### src/rtl/mips_ctrl_pkg.sv
// Shared encodings for the multicycle MIPS control unit:
// FSM states, opcodes, funct codes and ALU operation codes.
package mips_ctrl_pkg;

  typedef enum logic [3:0] {
    S_FETCH    = 4'd0,
    S_DECODE   = 4'd1,
    S_MEMADR   = 4'd2,
    S_MEMREAD  = 4'd3,
    S_MEMWB    = 4'd4,
    S_MEMWRITE = 4'd5,
    S_EXECUTE  = 4'd6,
    S_ALUWB    = 4'd7,
    S_BRANCH   = 4'd8,
    S_ADDIEX   = 4'd9,
    S_ADDIWB   = 4'd10,
    S_JUMP     = 4'd11
  } state_t;

  localparam logic [5:0] OP_RTYPE = 6'b000000;
  localparam logic [5:0] OP_LW    = 6'b100011;
  localparam logic [5:0] OP_SW    = 6'b101011;
  localparam logic [5:0] OP_BEQ   = 6'b000100;
  localparam logic [5:0] OP_ADDI  = 6'b001000;
  localparam logic [5:0] OP_J     = 6'b000010;

  localparam logic [5:0] F_ADD = 6'b100000;
  localparam logic [5:0] F_SUB = 6'b100010;
  localparam logic [5:0] F_AND = 6'b100100;
  localparam logic [5:0] F_OR  = 6'b100101;
  localparam logic [5:0] F_SLT = 6'b101010;

  localparam logic [1:0] ALUOP_ADD   = 2'b00;
  localparam logic [1:0] ALUOP_SUB   = 2'b01;
  localparam logic [1:0] ALUOP_FUNCT = 2'b10;

  localparam logic [2:0] ALU_ADD = 3'b010;
  localparam logic [2:0] ALU_SUB = 3'b110;
  localparam logic [2:0] ALU_AND = 3'b000;
  localparam logic [2:0] ALU_OR  = 3'b001;
  localparam logic [2:0] ALU_SLT = 3'b111;

  function automatic logic op_supported(input logic [5:0] op);
    case (op)
      OP_RTYPE, OP_LW, OP_SW,
      OP_BEQ, OP_ADDI, OP_J: return 1'b1;
      default:               return 1'b0;
    endcase
  endfunction

endpackage

### src/rtl/mips_multicycle_control_alu_decoder.sv
// ALU decoder: maps ALUOp and Funct onto the 3-bit ALU operation.
// Unknown R-type functs fall back to add.
module alu_decoder
  import mips_ctrl_pkg::*;
(
  input  logic [1:0] ALUOp,
  input  logic [5:0] Funct,
  output logic [2:0] ALUControl
);

  // Pick the ALU operation; reserved ALUOp 11 behaves as add
  always_comb begin
    ALUControl = ALU_ADD;
    case (ALUOp)
      ALUOP_SUB: ALUControl = ALU_SUB;
      ALUOP_FUNCT: begin
        case (Funct)
          F_ADD:   ALUControl = ALU_ADD;
          F_SUB:   ALUControl = ALU_SUB;
          F_AND:   ALUControl = ALU_AND;
          F_OR:    ALUControl = ALU_OR;
          F_SLT:   ALUControl = ALU_SLT;
          default: ALUControl = ALU_ADD;
        endcase
      end
      default: ALUControl = ALU_ADD;
    endcase
  end

endmodule

### src/rtl/mips_multicycle_control.sv
// Multicycle MIPS control: Moore FSM with memory wait states,
// combinational datapath controls and ALU decode.
module mips_multicycle_control
  import mips_ctrl_pkg::*;
#(
  parameter int unsigned MEM_WAIT = 0
) (
  input  logic       clk,
  input  logic       reset,
  input  logic [5:0] Op,
  input  logic [5:0] Funct,
  input  logic       Zero,
  output logic       IorD,
  output logic       MemWrite,
  output logic       IRWrite,
  output logic       RegDst,
  output logic       MemtoReg,
  output logic       RegWrite,
  output logic       ALUSrcA,
  output logic [1:0] ALUSrcB,
  output logic [2:0] ALUControl,
  output logic [1:0] PCSrc,
  output logic       PCEn,
  output logic       IllegalOp
);

  localparam logic [3:0] WAIT_LAST = 4'(MEM_WAIT);

  state_t     state;
  state_t     st;
  logic [3:0] cnt;
  logic       done;
  logic [1:0] alu_op;
  logic       pc_write;
  logic       branch;
  logic       mem_write_r;
  logic       ir_write_r;
  logic       reg_write_r;
  logic       illegal_r;

  assign done = (cnt == WAIT_LAST);
  // Reset presents FETCH selects so the datapath sits idle
  assign st   = reset ? S_FETCH : state;

  // State sequencing and memory wait counter
  always_ff @(posedge clk) begin
    if (reset) begin
      state <= S_FETCH;
      cnt   <= '0;
    end else begin
      case (state)
        S_FETCH: begin
          if (done) begin
            state <= S_DECODE;
            cnt   <= '0;
          end else begin
            cnt <= cnt + 4'd1;
          end
        end
        S_DECODE: begin
          case (Op)
            OP_LW, OP_SW: state <= S_MEMADR;
            OP_RTYPE:     state <= S_EXECUTE;
            OP_BEQ:       state <= S_BRANCH;
            OP_ADDI:      state <= S_ADDIEX;
            OP_J:         state <= S_JUMP;
            default:      state <= S_FETCH;
          endcase
        end
        S_MEMADR: begin
          state <= (Op == OP_SW) ? S_MEMWRITE : S_MEMREAD;
        end
        S_MEMREAD: begin
          if (done) begin
            state <= S_MEMWB;
            cnt   <= '0;
          end else begin
            cnt <= cnt + 4'd1;
          end
        end
        S_MEMWRITE: begin
          if (done) begin
            state <= S_FETCH;
            cnt   <= '0;
          end else begin
            cnt <= cnt + 4'd1;
          end
        end
        S_EXECUTE: state <= S_ALUWB;
        S_ADDIEX:  state <= S_ADDIWB;
        S_MEMWB, S_ALUWB, S_ADDIWB,
        S_BRANCH, S_JUMP: state <= S_FETCH;
        default: begin
          state <= S_FETCH;
          cnt   <= '0;
        end
      endcase
    end
  end

  // Per-state datapath controls
  always_comb begin
    IorD        = 1'b0;
    RegDst      = 1'b0;
    MemtoReg    = 1'b0;
    ALUSrcA     = 1'b0;
    ALUSrcB     = 2'b00;
    PCSrc       = 2'b00;
    alu_op      = ALUOP_ADD;
    pc_write    = 1'b0;
    branch      = 1'b0;
    mem_write_r = 1'b0;
    ir_write_r  = 1'b0;
    reg_write_r = 1'b0;
    illegal_r   = 1'b0;
    case (st)
      S_FETCH: begin
        ALUSrcB    = 2'b01;
        ir_write_r = done;
        pc_write   = done;
      end
      S_DECODE: begin
        ALUSrcB   = 2'b11;
        illegal_r = ~op_supported(Op);
      end
      S_MEMADR: begin
        ALUSrcA = 1'b1;
        ALUSrcB = 2'b10;
      end
      S_MEMREAD: IorD = 1'b1;
      S_MEMWB: begin
        MemtoReg    = 1'b1;
        reg_write_r = 1'b1;
      end
      S_MEMWRITE: begin
        IorD        = 1'b1;
        mem_write_r = done;
      end
      S_EXECUTE: begin
        ALUSrcA = 1'b1;
        alu_op  = ALUOP_FUNCT;
      end
      S_ALUWB: begin
        RegDst      = 1'b1;
        reg_write_r = 1'b1;
      end
      S_BRANCH: begin
        ALUSrcA = 1'b1;
        alu_op  = ALUOP_SUB;
        PCSrc   = 2'b01;
        branch  = 1'b1;
      end
      S_ADDIEX: begin
        ALUSrcA = 1'b1;
        ALUSrcB = 2'b10;
      end
      S_ADDIWB: reg_write_r = 1'b1;
      S_JUMP: begin
        PCSrc    = 2'b10;
        pc_write = 1'b1;
      end
      default: ;
    endcase
  end

  assign MemWrite  = mem_write_r & ~reset;
  assign IRWrite   = ir_write_r & ~reset;
  assign RegWrite  = reg_write_r & ~reset;
  assign IllegalOp = illegal_r & ~reset;
  assign PCEn      = (pc_write | (branch & Zero)) & ~reset;

  alu_decoder u_alu_dec (
    .ALUOp      (alu_op),
    .Funct      (Funct),
    .ALUControl (ALUControl)
  );

endmodule

### config.mk
export PLATFORM = sky130hd
export DESIGN_NAME = mips_multicycle_control
export DESIGN_NICKNAME = d
export VERILOG_FILES = /design/src/rtl/mips_ctrl_pkg.sv /design/src/rtl/mips_multicycle_control_alu_decoder.sv /design/src/rtl/mips_multicycle_control.sv
export SDC_FILE = /design/constraint.sdc
export NUM_CORES = 1
export LEC_CHECK = 0
export CAP_MARGIN = 10
export CORE_MARGIN = 8
export CORE_UTILIZATION = 30
export CTS_CLUSTER_SIZE = 14
export DETAILED_ROUTE_END_ITERATION = 7
export MAX_ROUTING_LAYER = met4
export PLACE_DENSITY = 0.53
export RECOVER_POWER = 50
export SETUP_SLACK_MARGIN = 0.02
export SLEW_MARGIN = 15
export SYNTH_ARGS = -nofsm -noshare
export SYNTH_HDL_FRONTEND = slang
export SYNTH_SLANG_ARGS = --single-unit
export TNS_END_PERCENT = 100
### constraint.sdc
create_clock -name clk -period 4.8 [get_ports clk]
set_input_delay 0.48 -clock clk [delete_from_list [all_inputs] [get_ports clk]]
set_output_delay 0.48 -clock clk [all_outputs]
set_load 0.005 [all_outputs]
Word-level counts from Yosys, hierarchy flattened
Index checks and enable logic that the tools add are counted.
- bits in registers: 8
- bits of input ports: 15
- output and inout port bits: 16
- word-level logic and storage cells: 87
- $add $sub $neg: 1
- equal/unequal tests: 36
- muxes and demuxes: 26
- bitwise operators: 9
- reduce and logical (&&, ||, !) cells: 13
- operator list (operator ; count):
    == test 6 bit, second input constant ; 6
    == test 4 x 3 -> 1 bit, second input constant ; 8
    == test 4 bit, second input constant ; 8
    one-hot mux 4 bit (7 select lines) ; 1
    2-to-1 mux 4 bit ; 5
    one-hot mux 4 bit (5 select lines) ; 1
    == test 4 x 2 -> 1 bit, second input constant ; 4
    logical NOT 4 bit ; 3
    one-hot mux 3 bit (4 select lines) ; 1
    2-to-1 mux 1 bit ; 11
    OR reduction 9 bit ; 1
    == test 4 x 1 -> 1 bit, second input constant ; 2
    one-hot mux 2 bit (2 select lines) ; 2
    one-hot mux 4 bit (2 select lines) ; 1
    bitwise AND 1 bit ; 6
    == test 6 x 2 -> 1 bit, second input constant ; 1
    == test 6 x 3 -> 1 bit, second input constant ; 1
    == test 6 x 4 -> 1 bit, second input constant ; 1
    logical NOT 6 bit ; 1
    inequality test 2 bit, second input constant ; 3
    one-hot mux 2 bit (3 select lines) ; 1
    one-hot mux 3 bit (2 select lines) ; 1
    OR reduction 2 bit ; 3
    OR reduction 3 bit ; 2
    10 further kinds ; 11

Depth between registers and ports, before layout
Gate-level depths: netlist of run 1.
- word-level depth: 7
- gate-level depth with buffers: 10

By module
From an unflattened synthesis of run 1, not the netlist that was laid out.
- cell total of the unflattened synthesis: 130
- area total of the unflattened synthesis: 972.2 um2
- by module, submodules not included (module ; times used ; cells each ; area each (um2)):
    mips_multicycle_control ; 1 ; 115 ; 853.3
    alu_decoder ; 1 ; 15 ; 118.9

Least setup slack after synthesis of run 1
OpenSTA, ideal clock, no wires.
- path kind: reg2out
- start: reg state[2]
- end: out ALUControl[0]
- arrival time: 1945 ps
- data required time: 4320 ps
- setup slack: 2375 ps
- cell stages (with the launch flop): 10
- path buffers: 3
- cells stage by stage: dfxtp_1 clkbuf_1 buf_2 buf_1 nand3_1 inv_1 ha_1 inv_1 nor4_1 a32o_1
- longest elaborated chain between the ends: 5
- elaborated cells on any way between the ends: 7
- those cells by class: eq/ne (4); mux (3)
- RTL lines (what ; line ; text):
    start: declaration ; mips_multicycle_control.sv:29 ; state_t state;
    start signal: assignment ; mips_multicycle_control.sv:71 ; state <= (Op == OP_SW) ? S_MEMWRITE : S_MEMREAD;
    2-to-1 mux 4 bit * ; mips_multicycle_control.sv:43 ; assign st = reset ? S_FETCH : state;
    == test 4 bit or == test 4 x 3 -> 1 bit (tied branches) ; mips_multicycle_control.sv:116 ; case (st)
    one-hot mux 2 bit (2 select lines) * ; mips_multicycle_control.sv:116 ;
    == test 2 bit or == test 2 x 1 -> 1 bit (tied branches) ; mips_multicycle_control_alu_decoder.sv:14 ; case (ALUOp)
    one-hot mux 3 bit (2 select lines) * ; mips_multicycle_control_alu_decoder.sv:14 ;
    end: declaration ; mips_multicycle_control.sv:21 ; output logic [2:0] ALUControl,
Every way passes the cells marked *; elsewhere a longest branch is shown, timed or not.

Final worst setup path of run 1
- start: in reset
- end: out ALUControl[2]
- longest elaborated chain between the ends: 5
- elaborated cells on any way between the ends: 7
- those cells by class: eq/ne (4); mux (3)
- RTL lines (what ; line ; text):
    start: declaration ; mips_multicycle_control.sv:9 ; input logic reset,
    2-to-1 mux 4 bit * ; mips_multicycle_control.sv:43 ;
    == test 4 bit or == test 4 x 3 -> 1 bit (tied branches) ; mips_multicycle_control.sv:116 ;
    one-hot mux 2 bit (2 select lines) * ; mips_multicycle_control.sv:116 ;
    == test 2 bit or == test 2 x 1 -> 1 bit (tied branches) ; mips_multicycle_control_alu_decoder.sv:14 ;
    one-hot mux 3 bit (2 select lines) * ; mips_multicycle_control_alu_decoder.sv:14 ;
Marked as above.

==> summary.txt, run 1 <==
Cells and area
  – Ratio of cells with drive above 1 in the final layout: roughly 5.4%
  – Inserted Diodes: 0
  – Synth-to-layout area growth: 33.10%
  – Nets: 171

Timing
  – Fin. Hold Viols: 0
  – Worst-Margin Slew: slightly above 0.8 ns
  – Max Clk Rate: 0.2808 GHz
  – Min Tclk post-route: 3.561 ns
  – Slew headroom: 44.78%
  – Clock Skew: 0.007456 ns
  – Setup TNS Final: 0 ns
  – RSZ-0062 raised after global routing: false
  – Period utilization: around 74%
  – Final hold slack: 0.5506 ns
  – Slew Limit Fails: 0
  – # setup viols final: 0

Floorplan
  – Rows: 20
  – Die W: 70.88 µm
  – Std-Cell Core Area: 0.002953 mm²
  – DIE AREA: 0.005023 mm²
  – Starting Density: 30.59%
  – Ports: 31
  – Die height: 70.88 µm

Critical path
  – Crit path top cell by count: nor2_1
  – Critical Path Fanout Max: 10
  – CP Data Arrival Time: just over 3 ns
  – Worst EP required: 4.32 ns
  – CP cell instances: dlygate4sd3_1 -> nor2_1 -> nand3_1 -> inv_1 -> ha_1 -> inv_1 -> nor4_1 -> nor2_1 -> nor2_1 -> clkdlybuf4s50_1
  – Max stage delay cell, worst path: dlygate4sd3_1
  – Setup CP Type: in -> out
  – Setup crit end kind: output port
  – Setup crit start kind: input port
  – Slowest Stage Delay on Critical Path: 0.66 ns
  – Crit path max-delay family: buffers and inverters
  – Number of buffers and inverters on the critical path: 4

CTS
  – Cts bufs inserted: 3
  – Hold_buf cts: 0
  – Root Driver: clkbuf_4
  – Clk_lat worst skew: roughly 0.25 ns
  – Setup bufs post-CTS: 0
  – Bufs on Longest Clock Path: 2
  – Register clock-pin slew on the reported worst setup and hold paths: 0.05 ns
  – TritonCTS Sinks: 8
  – Post-cts gate resize count: 0
  – Clock tree from TritonCTS: done
  – H-tree levels: 1

Synthesis
  – Yosys reg bits: 8
  – Number of synthesized flops with an enable pin: 0
  – Most used DFF post-synth: dfxtp_1
  – Post-synthesis sequential area ratio: 17.73%
  – Synth Cell Area: 903.4 µm²
  – Synth top area cells: dfxtp_1, ha_1, nor3_1
  – Post-Synthesis Cells: 125
  – Cell taking the most area after synthesis: dfxtp_1
  – YS warnings: 0
  – Synth Net Count: 145
  – Top-area cell type share of the netlist area: 17.73%
  – Syn avg cell area: between 7 and 8 µm²
  – Asr flop ratio synth: 0%
  – Cell variety after synth: 44

Worst hold path
  – Hold crit path type: reg -> reg

Global routing
  – Wire length of the first global-routing pass: about 4.2 mm
  – Met1 Resource Use GR: about an eighth
  – Number of global-route vias before repair: 936
  – GR Util met3: 2.825%
  – GRT Resource Usage Total: 10.34%
  – GR Overflow Total: 0
  – Initial antenna violation count: 0
  – Largest net degree at the start of global routing: 28
  – Most used routing layer: met2
  – GR Layer Usage met2: roughly 17%

Drt
  – Wire per inst: 13.93 µm
  – Detailed-route DRC error count: 0
  – Final wirelength: 2.536 mm
  – Vias per cell: approximately 5.4
  – Detail Route Antenna Nets: 0
  – Via count: slightly below 1k
  – Detailed Routing Iterations Pass 1: 4
  – Initial drt markers: 30

Flow run
  – Max-Cap Viols: 0

Pwr
  – Power per cell area: 142.9 mW/mm²
  – P_leak: 0.4558 nW
  – VDD IR max: 50.58 µV

Placed design
  – Placed wire-length estimate: 1.926 mm
  – GP Congestion: 0.8194
  – PortBufs: 30

Outcome
  – Outcome: completed
[through the flow]
step	cells	setup slack (ns)	util, %	power [W]	cell area, µm²
final	182	1.239	40.72	0.0001718	1202
after global routing	182	0.9752	40.72	0.0001836	1202
after CTS	182	1.320	41.36	0.0001777	1221
after detailed placement	179	1.339	40.59	0.0001242	1199
after global placement	179	1.423	40.59	0.0001246	1199
after floorplan	125	2.375	-	0.0001006	903.4
[synthesized netlist by cell type, types with 3 or more instances]
master    number
nor4_1         3
nor3b_1        3
nor2_1        14
inv_1          6
xor2_1         3
nand2b_1       6
nand2_1        5
a211oi_1       3
and3_1         3
o21ai_0        7
nor3_1        11
dfxtp_1        8
ha_1           5
a21oi_1        4
a211o_1        3
clkbuf_1       5
nand3_1        3
nand4_1        4
[sequential cells by signal, indices dropped and copies added, names as in the netlist]
name / count
cnt: 4
state: 4
[metal layers]
| metal | vias to the layer above | share of wire (%) |
|---|---|---|
| li1 | 513 | - |
| met1 | 456 | 47 |
| met2 | 18 | 48 |
| met3 | 2 | 4.2 |
| met4 | 0 | 0.87 |
| met5 | - | 0 |
[cells in the final DEF (no fill, tap or decap), types with 2 or more instances in the layout]
cell type and count:
o31ai_1 2, nor3_1 11, or3b_2 2, dfxtp_1 8, o21ai_0 7, nor4_1 3, a211o_1 3, clkbuf_4 3
nor2b_1 3, a21oi_1 4, inv_1 6, nor2_1 14, nor3b_1 3, nand2b_1 6, xor2_1 3, clkdlybuf4s50_1 25
nand2_1 5, dlygate4sd3_1 5, or4_1 2, nand4_1 4, nand3_1 3, ha_1 5, a211oi_1 3, and3_1 3
[worst register-to-register path, delay by kind of cell (launching register included)]
| kind | cells | cell delay, ns |
|---|---|---|
| flops | 1 | 0.70 |
| compound gates | 1 | 0.28 |
| simple gates | 3 | 0.97 |
[final timing paths]
| kind | startpoint | endpoint | slack [ns] | cells past startpoint |
|---|---|---|---|---|
| hold reg to reg | cnt[3] | cnt[3] | 0.55 | 1 |
| setup reg to reg | state[1] | cnt[3] | 2.74 | 4 |
| setup / recovery | reset | ALUControl[2] | 1.24 | 10 |
| hold / removal | cnt[3] | cnt[3] | 0.55 | 1 |
[cells by family (layout without fill, tap and decap cells)]
kind of cell	Yosys count	count (layout)	share of synthesized area (%)
AOI/OAI and AO/OA	30	30	22.99
adders and majority gates	5	5	6.925
DFF	8	8	17.73
and+or+nand+nor	63	63	40.72
buffers and inverters	15	39	7.617
xor gates and xnor gates	3	3	2.909
muxes	1	1	1.108
[area by class of cell]
type / count / area [µm²]
fill: 329 / 1750
multi-input combinational: 102 / 655.6
timing repair buffer: 30 / 300.3
sequential: 8 / 160.2
tap: 33 / 41.29
clock buffer: 3 / 22.52
inverter: 6 / 22.52
[power breakdown]
| group | total (W) | switching, W | internal [W] |
|---|---|---|---|
| logic | 0.0000478 | 0.0000202 | 0.0000276 |
| registers | 0.0000724 | 0.00000485 | 0.0000676 |
| clock network | 0.0000516 | 0.0000230 | 0.0000286 |
No activity file was read; power rests on OpenSTA's default activity.
==> run 2, diff against run 1 <==
--- a/config.mk
+++ b/config.mk
@@ -11,7 +11,7 @@
 export CTS_CLUSTER_SIZE = 14
 export DETAILED_ROUTE_END_ITERATION = 7
 export MAX_ROUTING_LAYER = met4
-export PLACE_DENSITY = 0.53
+export PLACE_DENSITY = 0.55
 export RECOVER_POWER = 50
 export SETUP_SLACK_MARGIN = 0.02
 export SLEW_MARGIN = 15
==> constraint.sdc (replaced) <==
create_clock -name clk -period 2.85 [get_ports clk]
set_input_delay 0.285 -clock clk [delete_from_list [all_inputs] [get_ports clk]]
set_output_delay 0.285 -clock clk [all_outputs]
set_load 0.005 [all_outputs]
==> run 2 against run 1 <==
Sequential cell count stayed put; final area is 7.1% higher; critical path depth stayed put; global-route usage is 1.0 points higher; sequential power is 64% higher; total power is 73% higher; hold slack worse by 0.015 ns; largest power group unchanged; highest routed layer unchanged.
==> summary.txt, run 2 (synthesis results as in run 1) <==
Outcome
  – Outcome: completed

Cells and area
  – Fin area: 0.001287 mm²
  – Nets: 179
  – Synth-to-layout area growth: 42.52%
  – Fill count: 310
  – Top Registers: cnt (4), state (4)
  – Most frequent cells in the layout: clkdlybuf4s50_1, nor2_1, nor3_1
  – Inserted Diodes: 0
  – Ratio of cells with drive above 1 in the final layout: around 13%
  – Most common cell after layout, fill and taps aside: clkdlybuf4s50_1

Placed design
  – GP Congestion: 0.8243
  – Post-DP Area: 0.001259 mm²
  – Placed wire-length estimate: 2.181 mm
  – PortBufs: 30

Pwr
  – Comb pwr share: 31.4%
  – P_leak: 0.5002 nW
  – Power share of the sequential group: between 40% and 50%
  – Switch share: 27.52%
  – Internal: between 0.0002 and 0.00025 W
  – Power per cell area: 231.0 mW/mm²
  – Clock share of power: 28.6%
  – VDD IR max: 82.16 µV
  – Net Switching: 0.00008185 W

CTS
  – Clk_lat worst skew: ~0.25 ns
  – Clock tree from TritonCTS: done
  – Root Driver: clkbuf_4
  – TritonCTS Sinks: 8
  – Register clock-pin slew on the reported worst setup and hold paths: 0.06 ns
  – H-tree levels: 1
  – Setup bufs post-CTS: 0
  – Bufs on Longest Clock Path: 2
  – Cts bufs inserted: 3

Drt
  – Via count: 1028
  – Metal2 WL: 1.387 mm
  – Detail Route Antenna Nets: 0
  – Wire per inst: ~14 µm
  – Met3 wire length: 80 µm
  – Top layer in use: met4
  – Vias per cell: 5.411
  – Detailed Routing Iterations Pass 1: 4
  – Initial drt markers: 33
  – Met1 Wirelength: 1.219 mm
  – Final wirelength: ~2.7 mm
  – Detailed-route DRC error count: 0

Critical path
  – Reg2reg start: state[2]
  – Setup crit end kind: output port
  – Setup CP Type: in -> out
  – CP Data Arrival Time: 2.41 ns
  – RR Endpoint: cnt[3]
  – Setup crit start kind: input port
  – R2r setup slk: 0.96 ns
  – Reg2reg path depth: 4
  – Critical Path Fanout Max: 4
  – Worst EP required: roughly 2.6 ns

Floorplan
  – Std-Cell Core Area: between 0.002 and 0.003 mm²
  – DIE AREA: 0.005023 mm²
  – Rows: 20
  – Starting Density: 30.59%
  – Die W: 70.88 µm
  – Ports: 31
  – Die height: 70.88 µm

Timing
  – Max Clk Rate: 0.3711 GHz
  – Setup TNS Final: 0 ns
  – Worst-Margin Slew: 0.5290 ns
  – Slew headroom: 64.66%
  – # setup viols final: 0
  – Fin. Hold Viols: 0
  – Period utilization: 94.56%
  – Min Tclk post-route: 2.695 ns
  – Slew Limit Fails: 0
  – RSZ-0062 raised after global routing: true
  – Clock Skew: 0.006740 ns

Worst hold path
  – WHS Endpoint: cnt[0]
  – Cell depth of the worst hold path: 1
  – Hold crit path type: reg -> reg
  – Min-delay src: cnt[0]

Global routing
  – Initial antenna violation count: 0
  – Number of global-route vias before repair: 1007
  – Wire length of the first global-routing pass: about 4.6 mm
  – GRT Resource Usage Total: 11.36%
  – GR Overflow Total: 0
  – Largest net degree at the start of global routing: 23

Flow run
  – Max-Cap Viols: 0
-- run 2: cell types whose count changed in the layout (fill, tap and decap cells not counted), sizes merged --
cell / before / now
clkbuf: 3 / 5
clkdlybuf4s50: 25 / 27
buf: 0 / 6
dlygate4sd3: 5 / 3
-- run 2: power groups by stage --
| stage | logic (W) | registers (W) | clock network [W] |
|---|---|---|---|
| after floorplan | 0.0000505 | 0.000119 | 0 |
| after global placement | 0.0000946 | 0.000121 | 0 |
| after detailed placement | 0.0000952 | 0.000121 | 0 |
| after CTS | 0.0000956 | 0.000119 | 0.0000913 |
| after global routing | 0.000103 | 0.000119 | 0.0000941 |
| final | 0.0000934 | 0.000119 | 0.0000850 |
-- run 2: worst max-delay path by stage --
stage | start | to | cells after the start | slack [ns]
5_1_grt | reset | ALUControl[2] | 10 | 0.008
6_report | reset | ALUControl[2] | 10 | 0.16
3_3_place_gp | reset | ALUControl[2] | 10 | 0.23
3_5_place_dp | reset | ALUControl[2] | 10 | 0.12
2_1_floorplan | state[2] | ALUControl[0] | 9 | 0.62
4_1_cts | reset | ALUControl[2] | 10 | 0.11
-- run 2: metal layers --
layer	vias up	track usage, %
li1	530	-
met1	468	12.98
met3	2	1.554
met4	0	4.850
met2	28	19.36
met5	-	-
-- run 2: what timing repair did --
action | in CTS | in global routing
setup endpoints to repair | 0 | 2
gates resized for setup | 0 | 2
hold buffers | 0 | 0
-- run 2: cell type report --
type / count / area [µm²] / share of cell area [%]
multi-input combinational: 102 / 686.9 / 53.35
timing repair buffer: 38 / 354.1 / 27.50
sequential: 8 / 160.2 / 12.44
tap: 33 / 41.29 / 3.207
clock buffer: 3 / 22.52 / 1.749
inverter: 6 / 22.52 / 1.749
-- run 2: worst max-delay path: stages --
cell and delay, ns:
clkdlybuf4s50_1 0.52, nand2b_1 0.19, nor4_2 0.06, inv_1 0.10, ha_1 0.17, inv_1 0.06
nor4_2 0.30, nor2_1 0.07, nor2_1 0.12, clkdlybuf4s50_1 0.52
-- run 2: stage by stage --
| stage | util [%] | instances | hold slack (ns) | power, W | setup WS (ns) |
|---|---|---|---|---|---|
| global placement | 42.63 | 187 | 0.5202 | 0.0002157 | 0.2316 |
| global route | 43.60 | 190 | 0.5749 | 0.0003162 | 0.007904 |
| CTS | 43.39 | 190 | 0.5432 | 0.0003055 | 0.1138 |
| finish | 43.60 | 190 | 0.5361 | 0.0002975 | 0.1550 |
| detailed placement | 42.63 | 187 | 0.5327 | 0.0002162 | 0.1209 |
| floorplan | - | 125 | 0.4986 | 0.0001694 | 0.6201 |
==> run 3, diff against run 2 <==
--- a/config.mk
+++ b/config.mk
@@ -11,11 +11,12 @@
 export CTS_CLUSTER_SIZE = 14
 export DETAILED_ROUTE_END_ITERATION = 7
 export MAX_ROUTING_LAYER = met4
-export PLACE_DENSITY = 0.55
+export PLACE_DENSITY = 0.54
 export RECOVER_POWER = 50
 export SETUP_SLACK_MARGIN = 0.02
 export SLEW_MARGIN = 15
 export SYNTH_ARGS = -nofsm -noshare
 export SYNTH_HDL_FRONTEND = slang
+export SYNTH_HIERARCHICAL = 1
 export SYNTH_SLANG_ARGS = --single-unit
 export TNS_END_PERCENT = 100
==> run 3 against run 2 <==
Final cell count is 8.4% higher; critical endpoint unchanged; synthesized cell count rose by 4.0%; global-route usage is 0.41 points higher; combinational power down 1%; die area increased by 5.9%; critical path depth is 2 lower; via count increased by 5.9%.
==> summary.txt, run 3 <==
CTS
  – Root Driver: clkbuf_4
  – Clk_lat worst skew: between 0.2 and 0.3 ns
  – Register clock-pin slew on the reported worst setup and hold paths: around 0.06 ns
  – TritonCTS Sinks: 8
  – Bufs on Longest Clock Path: 2
  – Post-cts gate resize count: 0
  – H-tree levels: 1
  – Hold_buf cts: 0
  – Setup bufs post-CTS: 0
  – Cts bufs inserted: 3
  – Clock tree from TritonCTS: done

Critical path
  – RR Endpoint: cnt[3]
  – Reg2reg path depth: 5
  – CP cell instances: clkdlybuf4s50_1 -> buf_4 -> nor2_1 -> and3_1 -> ha_1 -> nand4bb_1 -> o22ai_1 -> clkdlybuf4s50_1
  – Worst EP required: ~2.6 ns
  – Crit path top cell by count: clkdlybuf4s50_1
  – CP Data Arrival Time: 2.42 ns
  – R2r setup slk: around 0.35 ns
  – Reg2reg start: state[0]
  – Setup crit start kind: input port
  – Max stage delay cell, worst path: clkdlybuf4s50_1
  – Slowest Stage Delay on Critical Path: 0.52 ns
  – Critical Path Fanout Max: 9
  – Setup crit end kind: output port
  – Setup CP Type: in -> out

Synthesis
  – Post-synthesis sequential area ratio: roughly 16%
  – Cell with the most instances after synthesis: nor2_1
  – Synth top area cells: dfxtp_1, nor3_1, ha_1
  – Asr flop ratio synth: 0%
  – Yosys reg bits: 8
  – Top-area cell type share of the netlist area: between 15 and 20%
  – Most frequent cells after synthesis: nor2_1, nor3_1, inv_1
  – Cell variety after synth: 47
  – Post-Synthesis Cells: 130
  – Synth Net Count: 149
  – YS warnings: 6
  – Synth Cell Area: 972.2 µm²
  – Cell taking the most area after synthesis: dfxtp_1
  – Most used DFF post-synth: dfxtp_1
  – Syn avg cell area: 7.478 µm²
  – Number of synthesized flops with an enable pin: 0

Timing
  – Period utilization: 94.93%
  – Setup TNS Final: 0 ns
  – Slew headroom: 25.21%
  – # setup viols final: 0
  – Worst setup margin: 0.1445 ns
  – Fin. Hold Viols: 0
  – Max Clk Rate: 0.3696 GHz
  – RSZ-0062 raised after global routing: false
  – Slew Limit Fails: 0
  – Worst-Margin Slew: 1.119 ns
  – Clock Skew: ~0.0048 ns
  – Min Tclk post-route: 2.705 ns

Pwr
  – Comb pwr share: 30.2%
  – Clock share of power: 31.7%
  – Power share of the sequential group: 38.0%
  – Net Switching: ~0.000094 W
  – Power per cell area: 227.3 mW/mm²
  – Switch share: 30.88%
  – VDD IR max: 122.3 µV
  – P_leak: around 0.48 nW
  – Tot Pwr: 0.0003049 W
  – Internal: approximately 0.00021 W

Cells and area
  – Non-Filler Instances: 206
  – Sequential Area: 160.2 µm²
  – Ratio of cells with drive above 1 in the final layout: 12.35%
  – Nets: 183
  – Fill count: 335
  – Multi-input logic area: 709.4 µm²
  – Most common cell after layout, fill and taps aside: clkdlybuf4s50_1
  – Inserted Diodes: 0
  – Most frequent cells in the layout: clkdlybuf4s50_1, nor2_1, nor3_1
  – Post-Route Utilization: 43.58%
  – Top Registers: cnt (4), state (4)
  – Synth-to-layout area growth: 37.97%

Outcome
  – Outcome: completed

Global routing
  – Largest net degree at the start of global routing: 17
  – GRT Resource Usage Total: 11.77%
  – GR Overflow Total: 0
  – Number of global-route vias before repair: 1047
  – Wire length of the first global-routing pass: ~4.9 mm
  – Initial antenna violation count: 0

Placed design
  – Placed wire-length estimate: 2.453 mm
  – Place WS: 0.1478 ns
  – PortBufs: 30
  – GP Congestion: 0.8788
  – Cells after DPL: 203

Worst hold path
  – WHS Endpoint: cnt[0]
  – Hold crit path type: reg -> reg
  – Min-delay src: cnt[0]
  – Cell depth of the worst hold path: 1

Floorplan
  – Die height: 72.93 µm
  – Ports: 31
  – Std-Cell Core Area: 0.003078 mm²
  – Starting Density: 31.59%
  – Die W: ~73 µm
  – Rows: 20
  – DIE AREA: 0.005318 mm²

Drt
  – Via count: about 1.1k
  – Initial drt markers: 41
  – Vias per cell: 5.286
  – Detailed-route DRC error count: 0
  – Wire per inst: 14.33 µm
  – Detailed Routing Iterations Pass 1: 4
  – Final wirelength: 2.951 mm
  – Detail Route Antenna Nets: 0

Flow run
  – Max-Cap Viols: 0
run 3: worst max path at each step:
stage / from / cells past startpoint / end / slack [ns]
after detailed placement: reset / 7 / ALUControl[2] / 0.15
after floorplan: state[1] / 7 / ALUControl[2] / 0.69
final: reset / 8 / ALUControl[2] / 0.14
after global placement: reset / 7 / ALUControl[2] / 0.19
after CTS: state[3] / 7 / ALUControl[2] / 0.09
after global routing: state[0] / 6 / ALUControl[2] / 0.07
run 3: cell families (layout without fill, tap and decap cells):
logic type                 count (synthesis)  after routing  share of synthesized area (%)
AOI/OAI and AO/OA                         36             36                          27.80
xor gates and xnor gates                   3              3                          3.476
adders and majority gates                  4              4                          5.148
buffers and inverters                     19             51                          9.524
DFF                                        8              8                          16.47
muxes                                      1              1                          1.158
and+or+nand+nor                           59             59                          36.42
run 3: area by class of cell:
cell class,count,share of cell area [%]
Timing Repair Buffer,38,26.59
Multi-Input combinational cell,103,52.89
Inverter,10,2.798
Sequential cell,8,11.94
Clock buffer,3,1.679
Tap cell,44,4.104
run 3: metrics by stage:
step	cell area (µm²)	hold WS [ns]
2_1_floorplan	972.2	0.5057
6_report	1341	0.5350
4_1_cts	1355	0.5400
3_5_place_dp	1333	0.5257
3_3_place_gp	1333	0.5149
5_1_grt	1341	0.5892
run 3: power groups by stage:
stage	Combinational, W	Clock, W	Sequential [W]
after floorplan	0.0000466	0	0.000119
after global placement	0.0000931	0	0.000118
after detailed placement	0.0000943	0	0.000118
after CTS	0.0000950	0.0000988	0.000116
after global routing	0.000101	0.000101	0.000116
final	0.0000922	0.0000968	0.000116
run 3: critical path: cells and delay by family:
family | cells | cell delay [ns]
buffers and inverters | 3 | 1.20
adders and majority gates | 1 | 0.32
and+or+nand+nor | 3 | 0.46
AOI/OAI and AO/OA | 1 | 0.14
run 3: routing by layer:
metal	vias to the layer above	track usage (%)	routed length, µm
li1	554	-	-
met1	504	13.49	1352
met2	26	19.88	1422
met3	5	1.923	130
met4	0	4.667	45
met5	-	-	0
